**config.mk**
```make
export PLATFORM = sky130hd
export DESIGN_NAME = fetch_unit
export DESIGN_NICKNAME = d
export VERILOG_FILES = /design/src/rtl/riscv_pkg.sv /design/src/rtl/fetch_unit_ifid_reg.sv /design/src/rtl/fetch_unit.sv
export SDC_FILE = /design/constraint.sdc
export NUM_CORES = 1
export LEC_CHECK = 0
export ABC_AREA = 1
export BUFFER_PORTS_ARGS = -buffer_cell sky130_fd_sc_hd__buf_2
export CAP_MARGIN = 20
export CELL_PAD_IN_SITES_DETAIL_PLACEMENT = 1
export CELL_PAD_IN_SITES_GLOBAL_PLACEMENT = 2
export CORE_UTILIZATION = 28
export DETAILED_ROUTE_END_ITERATION = 8
export HOLD_SLACK_MARGIN = 0.02
export PLACE_DENSITY_LB_ADDON = 0.1
export SLEW_MARGIN = 20
export SYNTH_ARGS = -nofsm -noshare
export SYNTH_HDL_FRONTEND = slang
export SYNTH_SLANG_ARGS = --single-unit
```
**constraint.sdc**
```tcl
create_clock -name clk -period 4.3 [get_ports clk]
set_clock_uncertainty 0.05 [all_clocks]
set_input_delay 0.215 -clock clk [delete_from_list [all_inputs] [get_ports clk]]
set_output_delay 0.215 -clock clk [all_outputs]
set_load 0.05 [all_outputs]
```
**src/rtl/riscv_pkg.sv**
```systemverilog
// Shared RV32I pipeline definitions: bus widths, reset PC, bubble encoding
// and the IF/ID pipeline-register record, used by fetch, decode and hazard.
package riscv_pkg;

    localparam int unsigned     XLEN     = 32;
    localparam int unsigned     IMEM_AW  = 6;
    localparam logic [XLEN-1:0] RESET_PC = 32'h0000_0000;
    localparam logic [XLEN-1:0] NOP_INST = 32'h0000_0033;   // add x0,x0,x0

    typedef struct packed {
        logic [XLEN-1:0] pc;
        logic [XLEN-1:0] pc4;
        logic [XLEN-1:0] inst;
        logic            valid;
    } ifid_t;

    // A bubble carries no PC information so downstream link logic sees zeros.
    function automatic ifid_t ifid_bubble(input logic [XLEN-1:0] nop);
        ifid_t b;
        b.pc    = '0;
        b.pc4   = '0;
        b.inst  = nop;
        b.valid = 1'b0;
        return b;
    endfunction

endpackage

```
**src/rtl/fetch_unit_ifid_reg.sv**
```systemverilog
// IF/ID pipeline register with load enable and synchronous bubble insert.
// Bubble insert wins over the enable, so a squash or reset always lands.
// Ports:
//   clk       rising-edge clock
//   en_i      load d_i this edge
//   bubble_i  replace contents with a bubble this edge
//   d_i       incoming record
//   q_o       registered record
module ifid_reg
    import riscv_pkg::*;
#(
    parameter logic [XLEN-1:0] NOP_INST = riscv_pkg::NOP_INST
) (
    input  logic  clk,
    input  logic  en_i,
    input  logic  bubble_i,
    input  ifid_t d_i,
    output ifid_t q_o
);

    ifid_t ifid_q;

    always_ff @(posedge clk) begin
        if (bubble_i) begin
            ifid_q <= ifid_bubble(NOP_INST);
        end else if (en_i) begin
            ifid_q <= d_i;
        end
    end

    assign q_o = ifid_q;

endmodule

```
**src/rtl/fetch_unit.sv**
```systemverilog
// IF stage of the 5-stage RV32I pipeline. Owns the PC, addresses InstMem
// (combinational read) and registers the fetched word into IF/ID.
// Ports:
//   clk, rst          clock, synchronous active-high reset
//   stall_i           hold PC and IF/ID
//   branch_taken_i    redirect fetch to branch_target_i, squash IF/ID
//   branch_target_i   redirect byte address
//   imem_offset_o     InstMem word index = pc_o[IMEM_AW+1:2]
//   imem_data_i       InstMem word at imem_offset_o
//   pc_o              current fetch PC
//   ifid_pc_o/pc4_o   PC (and PC+4) of the instruction in IF/ID
//   ifid_inst_o       instruction in IF/ID
//   ifid_valid_o      IF/ID holds a real instruction
//   misalign_o        sticky flag: a redirect target was not word aligned
//   fetch_count_o     valid instructions loaded into IF/ID (wraps)
module fetch_unit
    import riscv_pkg::*;
#(
    parameter logic [XLEN-1:0] RESET_PC = riscv_pkg::RESET_PC,
    parameter int unsigned     IMEM_AW  = riscv_pkg::IMEM_AW,
    parameter logic [XLEN-1:0] NOP_INST = riscv_pkg::NOP_INST
) (
    input  logic               clk,
    input  logic               rst,
    input  logic               stall_i,
    input  logic               branch_taken_i,
    input  logic [XLEN-1:0]    branch_target_i,
    output logic [IMEM_AW-1:0] imem_offset_o,
    input  logic [XLEN-1:0]    imem_data_i,
    output logic [XLEN-1:0]    pc_o,
    output logic [XLEN-1:0]    ifid_pc_o,
    output logic [XLEN-1:0]    ifid_pc4_o,
    output logic [XLEN-1:0]    ifid_inst_o,
    output logic               ifid_valid_o,
    output logic               misalign_o,
    output logic [XLEN-1:0]    fetch_count_o
);

    logic [XLEN-1:0] pc_q, pc_d;
    logic [XLEN-1:0] cnt_q, cnt_d;
    logic            mis_q, mis_d;
    logic [XLEN-1:0] pc_plus4;
    logic            advance;
    ifid_t           ifid_d, ifid_q;

    assign pc_plus4 = pc_q + 32'd4;
    // A redirect overrides a stall so the branch is never lost.
    assign advance  = !branch_taken_i && !stall_i;

    always_comb begin
        pc_d  = pc_q;
        cnt_d = cnt_q;
        mis_d = mis_q;
        if (branch_taken_i) begin
            pc_d  = {branch_target_i[XLEN-1:2], 2'b00};
            mis_d = mis_q | (|branch_target_i[1:0]);
        end else if (!stall_i) begin
            pc_d  = pc_plus4;
            cnt_d = cnt_q + 32'd1;
        end
    end

    always_ff @(posedge clk) begin
        if (rst) begin
            pc_q  <= RESET_PC;
            cnt_q <= '0;
            mis_q <= 1'b0;
        end else begin
            pc_q  <= pc_d;
            cnt_q <= cnt_d;
            mis_q <= mis_d;
        end
    end

    always_comb begin
        ifid_d.pc    = pc_q;
        ifid_d.pc4   = pc_plus4;
        ifid_d.inst  = imem_data_i;
        ifid_d.valid = 1'b1;
    end

    ifid_reg #(
        .NOP_INST (NOP_INST)
    ) u_ifid_reg (
        .clk      (clk),
        .en_i     (advance),
        .bubble_i (branch_taken_i | rst),
        .d_i      (ifid_d),
        .q_o      (ifid_q)
    );

    assign imem_offset_o = pc_q[IMEM_AW+1:2];
    assign pc_o          = pc_q;
    assign ifid_pc_o     = ifid_q.pc;
    assign ifid_pc4_o    = ifid_q.pc4;
    assign ifid_inst_o   = ifid_q.inst;
    assign ifid_valid_o  = ifid_q.valid;
    assign misalign_o    = mis_q;
    assign fetch_count_o = cnt_q;

endmodule

```
==> flow_summary.toml, run 1 <==
[cts]
postCtsHoldBufs = 39
clk_pin_slew_worst_paths_ps = 70
insertion_delay_ps = 430
cts_tree = "done"
clk_path_buf_depth = 2
cts_resized = 0
numCtsBuffers = 17
clock-sinks = 156
root_buffer = "clkbuf_16"
cts_setup_buffers = 0
htreeDepth = 4

[power_and_ir_drop]
power_mw = 3.54
vdd_drop_max_mv = 0.185
power.leakage_nw = 4.15
pwr_density_cell_mw_per_mm2 = 377

[sta]
setup_violations = 0
hold_viol = 0
worst_pin_slew_ps = 847
fin_crit_ps = 2170
setup_tns_ps = 0
setup_ws_ps = 2130
timing.fmax_mhz = 462
grt_setup_unrepaired = "no"
finalMaxSlewViolations = 0
slew_headroom_pct = 43.5
min_period_over_period_pct = 50.4
whs_ps = 27.3

[routing]
detail_route.wl_per_cell_um = 16.5
via_per_inst = 4.60
wl_mm = 26.7
dr.pass1.iters = 4
drc = 0
drtIter0Drc = 301
vias = 7449
postRouteAntennaNets = 0

[min_path]
hold_depth = 3
min-delay-start = "branch_target_i[9]"
hold_path_end = "pc_o[9]"
hold_path_class = "in2reg"

[critical_path]
path_cells = "ha_1 -> nand3_1 -> nor2_1 -> nand3_1 -> xor2_1 -> nand2_1 -> a21oi_1"
path_class = "reg2reg"
timing.rr.end = "pc_o[16]"
rrSetupSlack_ps = 2130
arrival_ps = 2410
cp-end-kind = "flop"
start_kind = "flop"
r2r_start = "pc_o[3]"
max_stage_delay_ps = 550
cp_max_fo = 7
cp_data_required_time_ps = 4550
slowest_stage = "dfxtp_1"
rr_worst_depth = 7
path_common_cell = "nand3_1"

[die]
rows = 57
core-area_mm2 = 0.0245
fp.dieH_um = 161
initial_core_util_pct = 28.7
die_w_um = 161
io_pins = 236
die-area_mm2 = 0.0258

[final_layout]
final_util_pct = 38.2
design_area_mm2 = 0.00938
finalNonFillerCells = 1621
mostFrequentLayoutCell = "nand2_1"
final_nets = 1354
fillers = 3201
layout_common_cells = "266 x nand2_1, 229 x buf_2, 167 x nor2_1"
drive_above_1_share_pct = 22.6
n_antenna_cell = 0
area_growth_pct = 33.0

[yosys]
ys_seq_elements = 156
syn_avg_cell_area_um2 = 6.79
ys_types = 32
yosysSeqAreaShare_pct = 44.3
synth_cells = 1039
yosys_warnings = 0
syn-cell-area_mm2 = 0.00705

[placement]
io_buffers = 229
post_dp_cell_area_mm2 = 0.00841
gp_congestion = 0.786
dp_hpwl_mm = 19.1
placedCellCount = 1550
place_ws_ps = 1960

[global_route]
first_global_vias = 7657
antenna_found_initial = 2
track_usage_pct = 21.1
grt_pass1_wl_mm = 42.4
grt_max_degree = 67
globalRouteOverflowTotal = 0

[run]
cap_violations = 0

[outcome]
status = "complete, no violations"
## logic make-up (layout without fill, tap and decap cells)
| logic type | count (synthesis) | count (layout) | synth area share [%] |
|---|---|---|---|
| AND/OR/NAND/NOR | 509 | 509 | 29.8 |
| AO/OA/AOI/OAI | 206 | 206 | 14.9 |
| flip-flops | 156 | 156 | 44.3 |
| buffers and inverters | 154 | 407 | 9.19 |
| XOR/XNOR | 11 | 11 | 1.37 |
| adder cells (fa/ha/maj) | 2 | 2 | 0.355 |
| other | 1 | 6 | 0.0532 |
## final cells by class
| type | instances | area [um^2] | share of cell area [%] |
|---|---|---|---|
| clock buffer | 17 | 425 | 4.54 |
| tap | 324 | 405 | 4.32 |
| clock inverter | 15 | 156 | 1.67 |
| multi-input combinational | 734 | 3310 | 35.2 |
| timing repair buffer | 275 | 1590 | 16.9 |
| inverter | 100 | 375 | 4.00 |
| sequential | 156 | 3120 | 33.3 |
## how the worst max path moves through the flow
stage | start | endpoint | slack (ps)
floorplan | pc_o[3] | pc_o[18] | 2400
global placement | branch_taken_i | fetch_count_o[29] | 1990
detailed placement | branch_taken_i | fetch_count_o[22] | 1960
CTS | pc_o[3] | pc_o[16] | 2070
global route | pc_o[3] | pc_o[16] | 1870
finish | pc_o[3] | pc_o[16] | 2130
## critical path: cells and delay by family (launching register included)
kind,cells,cell delay [ps]
DFF,1,550
AOI/OAI and AO/OA,1,70
adders and majority gates,1,270
xor gates and xnor gates,1,180
and+or+nand+nor,4,920
## power breakdown
part           internal [mW]  switching, mW
combinational          0.124          0.348
sequential              1.49         0.0469
clock                  0.821          0.708
## state kept, by name (all words and copies together), names as in the netlist
register        cells
fetch_count_o      32
misalign_o          1
pc_o               30
u_ifid_reg.q_o     93
## cell usage after synthesis, drive strengths merged
library cell | n | share of area, %
a21oi | 95 | 6.7
a22o | 1 | 0.12
a31oi | 8 | 0.71
buf | 31 | 2.6
clkbuf | 23 | 1.2
conb | 1 | 0.053
dfxtp | 156 | 44
ha | 2 | 0.35
inv | 100 | 5.3
nand2 | 270 | 15
nand3 | 40 | 3.0
nand3b | 1 | 0.11
nand4 | 6 | 0.53
nor2 | 181 | 10
nor3 | 8 | 0.73
nor3b | 2 | 0.21
nor4 | 1 | 0.18
o21a | 1 | 0.11
o21ai | 100 | 7.1
o21bai | 1 | 0.11
xnor2 | 2 | 0.25
xor2 | 9 | 1.1
## metal layers
layer,track usage [%],wire length (um),vias to the layer above
li1,-,-,3766
met1,26.8,12300,3479
met2,35.2,12600,177
met3,5.17,1540,23
met4,6.06,357,4
met5,0,22,-
(Power assumes the default switching activity.)
==> run 2: changes to the inputs <==
Settings changed: CORE_UTILIZATION 28 to 26.
Clock period 4.3 ns to 2.1 ns, I/O delays scaled along.
==> run 2 against run 1 <==
Against the previous run:
- via count up 1.6%
- cell count up 3.2%
- fmax up 14%
- utilization down 0.97 points
- worst hold slack better by 12 ps
- clock-buffer cell count unchanged
- clock power up 120%
- setup slack worse by 1900 ps
- sequential power up 100%
- register-to-register slack worse by 1900 ps
- die area up 7.6%
- largest cell class unchanged
==> flow_summary.toml, run 2 (synthesis results as in run 1) <==
[global_route]
first_global_vias = 7846
grtUsageMet2_pct = 35.5
use_met1_pct = 25.6
antenna_found_initial = 1
globalRouteOverflowTotal = 0
grtUsageMet3_pct = 4.85
grt_pass1_wl_mm = 44.2
busiest_layer = "met2"
track_usage_pct = 20.5
grt_max_degree = 62

[final_layout]
design_area_mm2 = 0.00982
multi_input_area_mm2 = 0.00331
area_growth_pct = 39.3
final_nets = 1394
mostFrequentLayoutCell = "nand2_1"
largest_register_ffs = 93
fillers = 3321
layout_common_cells = "266 x nand2_1, 229 x buf_2, 167 x nor2_1"
drive_above_1_share_pct = 23.2
ff_latch_area_mm2 = 0.00312
final_util_pct = 37.3

[power_and_ir_drop]
p_sw_mw = 2.29
vdd_drop_max_mv = 0.451
power_switching_share_pct = 30.2
pwr_density_cell_mw_per_mm2 = 771
power.share.clock_pct = 44.8
p_comb_share_pct = 13.9
p_int_mw = 5.28
seqPwrFrac_pct = 41.4
power.leakage_nw = 4.35
power_mw = 7.57

[sta]
slew_headroom_pct = 50.4
timing.fmax_mhz = 528
grt_setup_unrepaired = "no"
setup_ws_ps = 204
hold_viol = 0
finalMaxSlewViolations = 0
setup_violations = 0
worst_pin_slew_ps = 743
min_period_over_period_pct = 90.3
setup_tns_ps = 0
fin_crit_ps = 1900

[critical_path]
cp_max_fo = 6
r2r_start = "pc_o[10]"
cp-end-kind = "flop"
path_class = "reg2reg"
cp_data_required_time_ps = 2410
worst-path-buf-inv = 0
path_delay_family = "simple AND/OR/NAND/NOR gates"
rr_worst_depth = 8
timing.rr.end = "u_ifid_reg.q_o[61]"
start_kind = "flop"
slowest_stage = "dfxtp_1"
cp.depth = 8
arrival_ps = 2200
path_common_cell = "nand2_1"
path_cells = "nand2_1 -> nor2_1 -> nand2_1 -> nor2_1 -> nand3_1 -> nand2_1 -> nand2_1 -> a21oi_1"
max_stage_delay_ps = 460
rrSetupSlack_ps = 200

[cts]
clk_path_buf_depth = 2
cts_tree = "done"
insertion_delay_ps = 430
htreeDepth = 4
clock-sinks = 156
clk_pin_slew_worst_paths_ps = 70
numCtsBuffers = 17
root_buffer = "clkbuf_16"
cts_setup_buffers = 0

[die]
die-area_mm2 = 0.0278
fp.dieH_um = 167
rows = 59
die_w_um = 167
core-area_mm2 = 0.0264
io_pins = 236
initial_core_util_pct = 26.8

[routing]
dr.pass1.iters = 4
postRouteAntennaNets = 0
detail_route.wl_per_cell_um = 16.8
via_per_inst = 4.53
drc = 0
drtIter0Drc = 295
vias = 7571
wl_mm = 28.1

[placement]
place_ws_ps = 98.0
dp_hpwl_mm = 20.3
io_buffers = 229
gp_congestion = 0.796
post_dp_cell_area_mm2 = 0.00855

[min_path]
hold_path_class = "in2reg"
hold_depth = 5
hold_path_end = "pc_o[12]"
min-delay-start = "branch_target_i[12]"

[outcome]
status = "complete, no violations"

[run]
cap_violations = 0
## run 2: cell types whose count changed in the layout (fill, tap and decap cells not counted), moves of 2 or more
cell,delta
bufinv_16,+2
buf_4,+15
inv_6,-2
dlygate4sd3_1,+24
## run 2: through the flow
step                      hold WS (ps)  instances
after floorplan                    168       1044
after global placement             257       1577
after detailed placement           272       1577
after CTS                         33.9       1672
after global routing              70.7       1673
final                             39.6       1673
## run 2: what timing repair did
action	CTS	global route
resized for setup	0	1
hold buffers	63	0
endpoints found under the setup margin	0	5
hold endpoints to repair	60	0
## run 2: worst max path at each step
| stage | from | end | slack, ps |
|---|---|---|---|
| floorplan | pc_o[3] | u_ifid_reg.q_o[51] | 200 |
| global placement | pc_o[8] | pc_o[28] | 100 |
| detailed placement | pc_o[8] | u_ifid_reg.q_o[61] | 100 |
| CTS | pc_o[8] | u_ifid_reg.q_o[61] | 70 |
| global route | pc_o[6] | pc_o[17] | 50 |
| finish | pc_o[10] | u_ifid_reg.q_o[61] | 200 |
## run 2: layer usage
metal | wire length (um) | share of wire [%]
met1 | 13100 | 47
met2 | 13500 | 48
met3 | 1310 | 4.7
met4 | 187 | 0.67
met5 | 0 | 0
## run 2: worst register-to-register path: stages (launching register included)
cell and delay [ps]:
dfxtp_1 460, nand2_1 140, nor2_1 320, nand2_1 90, nor2_1 340, nand3_1 130, nand2_1 90, nand2_1 70
a21oi_1 150
## run 2: power by group through the flow
stage               registers [mW]  clock network (mW)  logic, mW
finish                        3.13                3.39       1.05
global route                  3.15                3.60       1.13
CTS                           3.13                3.50       1.06
detailed placement            3.20                   0      0.969
global placement              3.20                   0      0.966
floorplan                     3.50                   0      0.343
## run 2: cell type report
| type | instances | share of cell area (%) |
|---|---|---|
| Multi-Input combinational cell | 734 | 33.7 |
| Sequential cell | 156 | 31.8 |
| Timing Repair Buffer | 315 | 20.0 |
| Clock buffer | 17 | 4.33 |
| Tap cell | 335 | 4.27 |
| Inverter | 100 | 3.82 |
| Clock inverter | 15 | 2.09 |
| Antenna cell | 1 | 0.0255 |
